## src/rtl/dispatch_queue_if.sv

```systemverilog
// Shared types and the Rename/backend-facing bundle of the dispatch queue.
// The package precedes the interface because both the interface and the queue use its types.
package dispatch_queue_pkg;

  localparam logic [6:0] OPC_LOAD      = 7'b0000011;
  localparam logic [6:0] OPC_STORE     = 7'b0100011;
  localparam logic [6:0] OPC_ARI_RTYPE = 7'b0110011;
  localparam logic [6:0] FNC7_MULDIV   = 7'b0000001;

  // The enum value doubles as the issue-queue index.
  typedef enum logic [1:0] {
    CLS_ALU = 2'd0,
    CLS_LD  = 2'd1,
    CLS_ST  = 2'd2,
    CLS_MDU = 2'd3
  } rs_class_e;

  typedef struct packed {
    logic        is_valid;
    logic [31:0] pc;
    logic [6:0]  opcode;
    logic [2:0]  funct3;
    logic [6:0]  funct7;
    logic [4:0]  rd;
    logic        has_rd;
    logic [4:0]  rs1;
    logic [4:0]  rs2;
    logic [31:0] imm;
  } instruction_t;

  typedef struct packed {
    logic        is_valid;
    logic        is_ready;
    logic        exception;
    logic [3:0]  exc_cause;
    logic [31:0] pc;
    logic [4:0]  rd;
    logic        has_rd;
    logic [6:0]  opcode;
  } rob_entry_t;

endpackage

interface dispatch_queue_if #(
  parameter int WIDTH  = 2,
  parameter int DEPTH  = 8,
  parameter int NUM_RS = 4,
  parameter int CW     = $clog2(WIDTH + 1)
);
  import dispatch_queue_pkg::*;

  localparam int OW = $clog2(DEPTH + 1);

  logic                               flush;
  logic                               dispatch_rdy;
  instruction_t [WIDTH-1:0]           renamed_insts;
  logic [NUM_RS-1:0][CW-1:0]          rs_free_cnt;
  logic [NUM_RS-1:0][WIDTH-1:0]       rs_wes;
  instruction_t [NUM_RS-1:0][WIDTH-1:0] rs_issue_ports;
  logic [CW-1:0]                      rob_free_cnt;
  logic [WIDTH-1:0]                   rob_we;
  rob_entry_t [WIDTH-1:0]             rob_entries;
  logic [OW-1:0]                      occupancy;

  modport master (
    output flush, renamed_insts, rs_free_cnt, rob_free_cnt,
    input  dispatch_rdy, rs_wes, rs_issue_ports, rob_we, rob_entries, occupancy
  );

  modport slave (
    input  flush, renamed_insts, rs_free_cnt, rob_free_cnt,
    output dispatch_rdy, rs_wes, rs_issue_ports, rob_we, rob_entries, occupancy
  );

endinterface

```

## src/rtl/dispatch_queue.sv

```systemverilog
// Circular dispatch buffer between Rename and the issue queues/ROB.
// Optional stall counters are enabled with the DISPATCH_QUEUE_STATS_EN macro.
module dispatch_queue
  import dispatch_queue_pkg::*;
#(
  parameter int WIDTH  = 2,
  parameter int DEPTH  = 8,
  parameter int NUM_RS = 4,
  parameter int CW     = $clog2(WIDTH + 1)
) (
  input  logic           clk,
  input  logic           rst_n,
  dispatch_queue_if.slave dq
`ifdef DISPATCH_QUEUE_STATS_EN
  ,
  output logic [31:0]    stall_rob_cycles,
  output logic [31:0]    stall_rs_cycles
`endif
);

  localparam int AW = $clog2(DEPTH);
  localparam int OW = $clog2(DEPTH + 1);

  instruction_t  mem     [DEPTH];
  rs_class_e     cls_mem [DEPTH];

  logic [AW-1:0] head, tail;
  logic [OW-1:0] occ;
  logic          accept;
  logic [OW-1:0] valid_count, enq_count, deq_count, avail;
  logic [AW-1:0] wr_idx  [WIDTH];
  logic [CW-1:0] cls_cnt [NUM_RS];
  logic [AW-1:0] rd_idx;
  logic          cls_ok;
  logic          blocked;

  function automatic rs_class_e classify(instruction_t inst);
    if (inst.opcode == OPC_LOAD)                                    return CLS_LD;
    if (inst.opcode == OPC_STORE)                                   return CLS_ST;
    if (inst.opcode == OPC_ARI_RTYPE && inst.funct7 == FNC7_MULDIV) return CLS_MDU;
    return CLS_ALU;
  endfunction

  function automatic rob_entry_t make_rob(instruction_t inst);
    rob_entry_t e;
    e          = '0;
    e.is_valid = 1'b1;
    e.pc       = inst.pc;
    e.rd       = inst.rd;
    e.has_rd   = inst.has_rd;
    e.opcode   = inst.opcode;
    return e;
  endfunction

  // No credit for a same-cycle dequeue: readiness depends on registered occupancy only.
  assign accept          = rst_n && !dq.flush && ((DEPTH - int'(occ)) >= WIDTH);
  assign dq.dispatch_rdy = accept;
  assign dq.occupancy    = occ;
  assign enq_count       = accept ? valid_count : '0;

  // Compaction: each valid slot lands at tail plus the number of valid slots before it.
  always_comb begin
    // NOTE: blocking assignments here build a running count within one evaluation.
    valid_count = '0;
    for (int i = 0; i < WIDTH; i++) begin
      wr_idx[i] = tail + AW'(valid_count);
      if (dq.renamed_insts[i].is_valid) valid_count = valid_count + OW'(1);
    end
  end

  // NOTE: storage has no reset; occupancy alone defines which entries are live.
  always_ff @(posedge clk) begin
    if (accept) begin
      for (int i = 0; i < WIDTH; i++) begin
        if (dq.renamed_insts[i].is_valid) begin
          mem[wr_idx[i]]     <= dq.renamed_insts[i];
          cls_mem[wr_idx[i]] <= classify(dq.renamed_insts[i]);
        end
      end
    end
  end

  always_comb begin
    // NOTE: every output is defaulted first so no path through the loops infers a latch.
    dq.rob_we         = '0;
    dq.rob_entries    = '0;
    dq.rs_wes         = '0;
    dq.rs_issue_ports = '0;
    deq_count         = '0;
    blocked           = 1'b0;
    rd_idx            = head;
    cls_ok            = 1'b0;
    for (int r = 0; r < NUM_RS; r++) cls_cnt[r] = '0;
    avail = (int'(occ) < WIDTH) ? occ : OW'(WIDTH);

    for (int k = 0; k < WIDTH; k++) begin
      rd_idx = head + AW'(k);
      cls_ok = 1'b0;
      for (int r = 0; r < NUM_RS; r++)
        if (r == int'(cls_mem[rd_idx]) && cls_cnt[r] < dq.rs_free_cnt[r]) cls_ok = 1'b1;

      // The first candidate that fails either check stops the rest of the group.
      if (!blocked && k < int'(avail)) begin
        if (cls_ok && k < int'(dq.rob_free_cnt)) begin
          dq.rob_we[k]      = 1'b1;
          dq.rob_entries[k] = make_rob(mem[rd_idx]);
          for (int r = 0; r < NUM_RS; r++) begin
            if (r == int'(cls_mem[rd_idx])) begin
              for (int j = 0; j < WIDTH; j++) begin
                if (j == int'(cls_cnt[r])) begin
                  dq.rs_wes[r][j]         = 1'b1;
                  dq.rs_issue_ports[r][j] = mem[rd_idx];
                end
              end
              cls_cnt[r] = cls_cnt[r] + CW'(1);
            end
          end
          deq_count = deq_count + OW'(1);
        end else begin
          blocked = 1'b1;
        end
      end
    end

    if (!rst_n || dq.flush) begin
      dq.rob_we         = '0;
      dq.rob_entries    = '0;
      dq.rs_wes         = '0;
      dq.rs_issue_ports = '0;
      deq_count         = '0;
      blocked           = 1'b0;
    end
  end

  // Flush shares the synchronous clear path with reset; held entries are simply abandoned.
  always_ff @(posedge clk) begin
    if (!rst_n || dq.flush) begin
      head <= '0;
      tail <= '0;
      occ  <= '0;
    end else begin
      head <= head + AW'(deq_count);
      tail <= tail + AW'(enq_count);
      occ  <= occ + enq_count - deq_count;
    end
  end

`ifdef DISPATCH_QUEUE_STATS_EN
  // The first blocked candidate sits at index deq_count, so its ROB check is that index vs the credit.
  logic block_rob;
  assign block_rob = int'(deq_count) >= int'(dq.rob_free_cnt);

  always_ff @(posedge clk) begin
    if (!rst_n) begin
      stall_rob_cycles <= '0;
      stall_rs_cycles  <= '0;
    end else if (blocked) begin
      if (block_rob) begin
        if (stall_rob_cycles != '1) stall_rob_cycles <= stall_rob_cycles + 32'd1;
      end else begin
        if (stall_rs_cycles != '1) stall_rs_cycles <= stall_rs_cycles + 32'd1;
      end
    end
  end
`endif

endmodule

```

## src/flat_wrapper.sv

```systemverilog
// flat-port wrapper written by rule: the top's interface ports become plain ports
module dispatch_queue_flat import dispatch_queue_pkg::*;
#(
  parameter int WIDTH  = 2,
  parameter int DEPTH  = 8,
  parameter int NUM_RS = 4,
  parameter int CW     = $clog2(WIDTH + 1)
)
  (clk, rst_n, dq_flush, dq_renamed_insts, dq_rs_free_cnt, dq_rob_free_cnt, dq_dispatch_rdy, dq_rs_wes, dq_rs_issue_ports, dq_rob_we, dq_rob_entries, dq_occupancy);
  dispatch_queue_if #(.WIDTH(WIDTH), .DEPTH(DEPTH), .NUM_RS(NUM_RS), .CW(CW)) dq_i ();
  input  logic clk;
  input  logic rst_n;
  input wire logic [$bits(dq_i.flush)-1:0] dq_flush;
  input wire logic [$bits(dq_i.renamed_insts)-1:0] dq_renamed_insts;
  input wire logic [$bits(dq_i.rs_free_cnt)-1:0] dq_rs_free_cnt;
  input wire logic [$bits(dq_i.rob_free_cnt)-1:0] dq_rob_free_cnt;
  output wire logic [$bits(dq_i.dispatch_rdy)-1:0] dq_dispatch_rdy;
  output wire logic [$bits(dq_i.rs_wes)-1:0] dq_rs_wes;
  output wire logic [$bits(dq_i.rs_issue_ports)-1:0] dq_rs_issue_ports;
  output wire logic [$bits(dq_i.rob_we)-1:0] dq_rob_we;
  output wire logic [$bits(dq_i.rob_entries)-1:0] dq_rob_entries;
  output wire logic [$bits(dq_i.occupancy)-1:0] dq_occupancy;
  assign dq_i.flush = dq_flush;
  assign dq_i.renamed_insts = dq_renamed_insts;
  assign dq_i.rs_free_cnt = dq_rs_free_cnt;
  assign dq_i.rob_free_cnt = dq_rob_free_cnt;
  assign dq_dispatch_rdy = dq_i.dispatch_rdy;
  assign dq_rs_wes = dq_i.rs_wes;
  assign dq_rs_issue_ports = dq_i.rs_issue_ports;
  assign dq_rob_we = dq_i.rob_we;
  assign dq_rob_entries = dq_i.rob_entries;
  assign dq_occupancy = dq_i.occupancy;
  dispatch_queue #(.WIDTH(WIDTH), .DEPTH(DEPTH), .NUM_RS(NUM_RS), .CW(CW)) u_core (.clk(clk), .rst_n(rst_n), .dq(dq_i));
endmodule
```

## config.mk

```make
export PLATFORM = sky130hd
export DESIGN_NAME = dispatch_queue_flat
export DESIGN_NICKNAME = d
export VERILOG_FILES = /design/src/rtl/dispatch_queue_if.sv /design/src/rtl/dispatch_queue.sv /design/src/flat_wrapper.sv
export SDC_FILE = /design/constraint.sdc
export NUM_CORES = 2
export LEC_CHECK = 0
export BUFFER_PORTS_ARGS = -buffer_cell sky130_fd_sc_hd__buf_2
export CORE_MARGIN = 5
export CORE_UTILIZATION = 29
export CTS_CLUSTER_SIZE = 16
export DETAILED_ROUTE_END_ITERATION = 12
export GPL_TIMING_DRIVEN = 0
export PLACE_DENSITY = 0.44
export SKIP_LAST_GASP = 1
export SYNTH_ARGS = -nofsm -noshare
export SYNTH_HDL_FRONTEND = slang
export SYNTH_SLANG_ARGS = --single-unit
```

## constraint.sdc

```tcl
create_clock -name clk -period 12.3 [get_ports clk]
set_input_delay 0.615 -clock clk [delete_from_list [all_inputs] [get_ports clk]]
set_output_delay 0.615 -clock clk [all_outputs]
set_load 0.01 [all_outputs]
```

==> key figures <==
Global route
  • Largest net degree at the start of global routing: 22
  • Grt ovf: 0
  • Tot GR Track Use: 33.8%
  • Met1 usage: a little under half
  • Number of global-route vias before repair: between 40000 and 50000
  • Met3 Usage GRT: roughly a tenth
  • Gr busiest metal: met2
  • First-pass GRT wire length: 469000 um
  • Initial antenna violation count: roughly 170
  • Met2 usage: 49.8%

Clock tree
  • Post-cts resize count: 0
  • H-tree Lvls: 3
  • Reg clk slew, reported paths: 0.06 ns
  • Worst-Skew Late Latency: 0.75 ns
  • CTS Buf Count: between 90 and 100
  • Worst-case clock buffer depth: 3
  • CTS root buffer: clkbuf_16
  • Post-CTS setup buffer count: 0
  • CTS tree: built
  • Hold_buf cts: 0
  • Clk sink count: between 800 and 900

Final layout
  • Design area: 70900 um^2
  • Multi-input logic area: a little over 30000 um^2
  • Commonest non-fill, non-tap cells in the layout: buf_2 (1165), mux2_2 (830), edfxtp_1 (800), mux4_2 (399), nor3_1 (397)
  • Layout cell share with drive strength beyond 1: 48.7%
  • Fin cells: 8441
  • Net count, final: approximately 6000
  • Fillcell total: approximately 19000
  • Layout Area Growth over Synthesis: 26.3%
  • Commonest non-fill, non-tap cell in the layout: buf_2
  • Register area: around 24000 um^2
  • Fin util: a little under two fifths

Worst setup path
  • Worst path slowest cell: o22ai_1
  • Startpoint types: flop
  • Reg2reg end: u_core.dq.occupancy[2]
  • Reg2reg start: u_core.head[1]
  • Worst path max stage delay: about 1.3 ns
  • Required time of the critical path: 11.69 ns
  • Worst setup EP type: output port
  • Critical path class: reg -> out
  • Critical path, cell by cell: buf_2 > mux4_2 > mux2_2 > mux2i_1 > clkbuf_2 > clkbuf_1 > nand2_1 > o22ai_1 > buf_2
  • Crit-path max FO: 10
  • Reg2Reg Depth: 15
  • WP data arrival: 7.38 ns
  • Critical Path Most Common Cell: buf_2
  • Crit. Startpoint: u_core.head[1]
  • Setup crit end: dq_rs_issue_ports[96]
  • Reg2Reg Setup Slack: 5.86 ns

Timing
  • Unrepaired setup endpoints after global routing: false
  • Worst slew pin tran: 1.72 ns
  • Setup violations, final: 0
  • FMAX: 125 MHz
  • Tcrit/Tclk final: between 60% and 70%
  • Final setup margin: 4.30 ns
  • Hold Vio Cnt, Final: 0
  • Minimum period implied by the final worst setup slack: approximately 8 ns
  • Skew final: 0.0388 ns
  • Max-slew headroom: -14.4%
  • Fin. max-slew vios: 31

Floorplanning
  • Die Ht: approximately 450 um
  • Ports: about 1100
  • Num rows: 161
  • Initial Util: 29.2%
  • CORE AREA: 193000 um^2
  • Die ar.: 203000 um^2
  • Die X-Extent: 450 um

Min path
  • Min-delay worst type: in -> reg

Placement
  • Dpl ws: 5.40 ns
  • GPL Wtd Cong: 0.991
  • Buffers added on ports: 1092
  • Placed Area: 67600 um^2
  • Placed Cells: 8184
  • DP HPWL: 278000 um

Logic synthesis
  • Netlist cell types: 54
  • Mean Syn Cell Area: about 13 um^2
  • Syn Std Cell Area: 56200 um^2
  • Cells after synthesis: 4439
  • Sequential-to-total area share from yosys stat: 43.1%
  • Seq cells post-synth: 810
  • Post-synth EDFFs: 800
  • Asr flop ratio synth: 0%
  • Yosys warning count: 0
  • Ys flop type: edfxtp_1

Drt
  • Routed wire length per instance: 42.4 um
  • First drt pass iteration count: 8
  • Residual DRC count: 0
  • Routed via count: 52000
  • Via density: 6.16
  • Detail Route Antenna Nets: 0
  • Post-Route WL: 358000 um
  • Initial DRC count: 7564

Run
  • Max cap viols: 11

Pwr
  • Max rail drop VDD: 0.0894 mV
  • P_leak: 25.0 nW
  • PwrDens: 110 nW/um^2

Run status
  • Failing checks: max-capacitance violations, max-slew violations
  • Outcome: complete, but fails checks
## cell families after synthesis
logic type | Yosys count | share of synthesized area (%)
simple gates | 1178 | 10.0
buf+inv | 585 | 4.55
xor+xnor | 7 | 0.109
mux | 1396 | 35.6
other cells | 1 | 0.00667
fa+ha+maj | 19 | 0.477
compound gates | 443 | 6.14
flops | 810 | 43.1
## power breakdown
part / internal (W) / leakage (nW) / switching [W]
clock: 0.00168 / 1.54 / 0.00128
combinational: 0.000500 / 16.2 / 0.00122
sequential: 0.00310 / 7.31 / 0.0000246
total: 0.00527 / 25.0 / 0.00253
## per-stage QoR
| stage | total power, W | hold slack (ns) | setup TNS [ns] |
|---|---|---|---|
| 2_1_floorplan | 0.00400 | 0.568 | 0 |
| 3_3_place_gp | 0.00478 | 0.621 | -3101.75 |
| 3_5_place_dp | 0.00484 | 0.629 | 0 |
| 4_1_cts | 0.00777 | 0.245 | 0 |
| 5_1_grt | 0.00798 | 0.269 | 0 |
| 6_report | 0.00781 | 0.293 | 0 |
## worst max-delay path: cells and delay by family (launching register included)
family | cells | cell delay (ns)
buffers and inverters | 4 | 2.65
flip-flops | 1 | 0.40
AO/OA/AOI/OAI | 1 | 1.26
AND/OR/NAND/NOR | 1 | 0.62
multiplexers | 3 | 1.70
## cell type report
type,instances,share of cell area [%]
multi-input cells,3055,42.5
flip-flops and latches,810,34.1
repair buffers,1212,10.6
well taps,2526,4.45
clock buffers,121,3.70
plain buffers,515,3.26
clock inverters,64,0.732
inverters,70,0.370
diodes,68,0.240
## cell usage after synthesis (4+ instances only)
library cell    n  area share [%]
fa_1            4            0.14
nand2b_1       63            0.70
buf_2          69            0.61
mux2i_1       167             3.0
mux4_2        399              16
nor3_1        398             3.5
edfxtp_1      800              43
xnor2_1         4           0.062
and2_1          7           0.078
ha_1           15            0.33
o31ai_1        49            0.65
o32ai_1        16            0.25
o21bai_1        8            0.11
clkbuf_1      337             2.3
buf_4          71            0.95
or2_2           8           0.089
o41ai_1       212             3.3
o22ai_1       140             1.6
o31a_1          4           0.062
nand4_1         5           0.056
nor2_1        117            0.78
mux2_2        830              17
nor4_1         46            0.51
nand2_1       322             2.2
inv_1          70            0.47
nor2b_1         5           0.056
buf_1          37            0.25
o311a_1         4           0.071
nand3_1       186             1.7
dfxtp_1        10            0.36
## state kept, by name (all words and copies together), names as in the netlist
name,cells
u_core.cls_mem,16
u_core.head,3
u_core.dq.occupancy,4
u_core.mem,784
u_core.tail,3
## routing by layer
metal	up-vias	share of wire, %
li1	20600	-
met1	27100	41
met2	3426	43
met3	746	11
met4	88	6.0
met5	-	0.16
## worst min-delay path by stage
stage | start | to | slack [ns] | depth (start not counted)
after CTS | dq_renamed_insts[172] | u_core.mem[6][74] | 0.25 | 2
after detailed placement | u_core.tail[2] | u_core.tail[2] | 0.63 | 2
final | dq_renamed_insts[174] | u_core.mem[2][76] | 0.29 | 2
after global placement | u_core.head[0] | u_core.head[0] | 0.62 | 2
after floorplan | u_core.tail[2] | u_core.tail[2] | 0.57 | 2
after global routing | dq_renamed_insts[173] | u_core.mem[0][75] | 0.27 | 2
No activity file was read; power rests on OpenSTA's default activity.
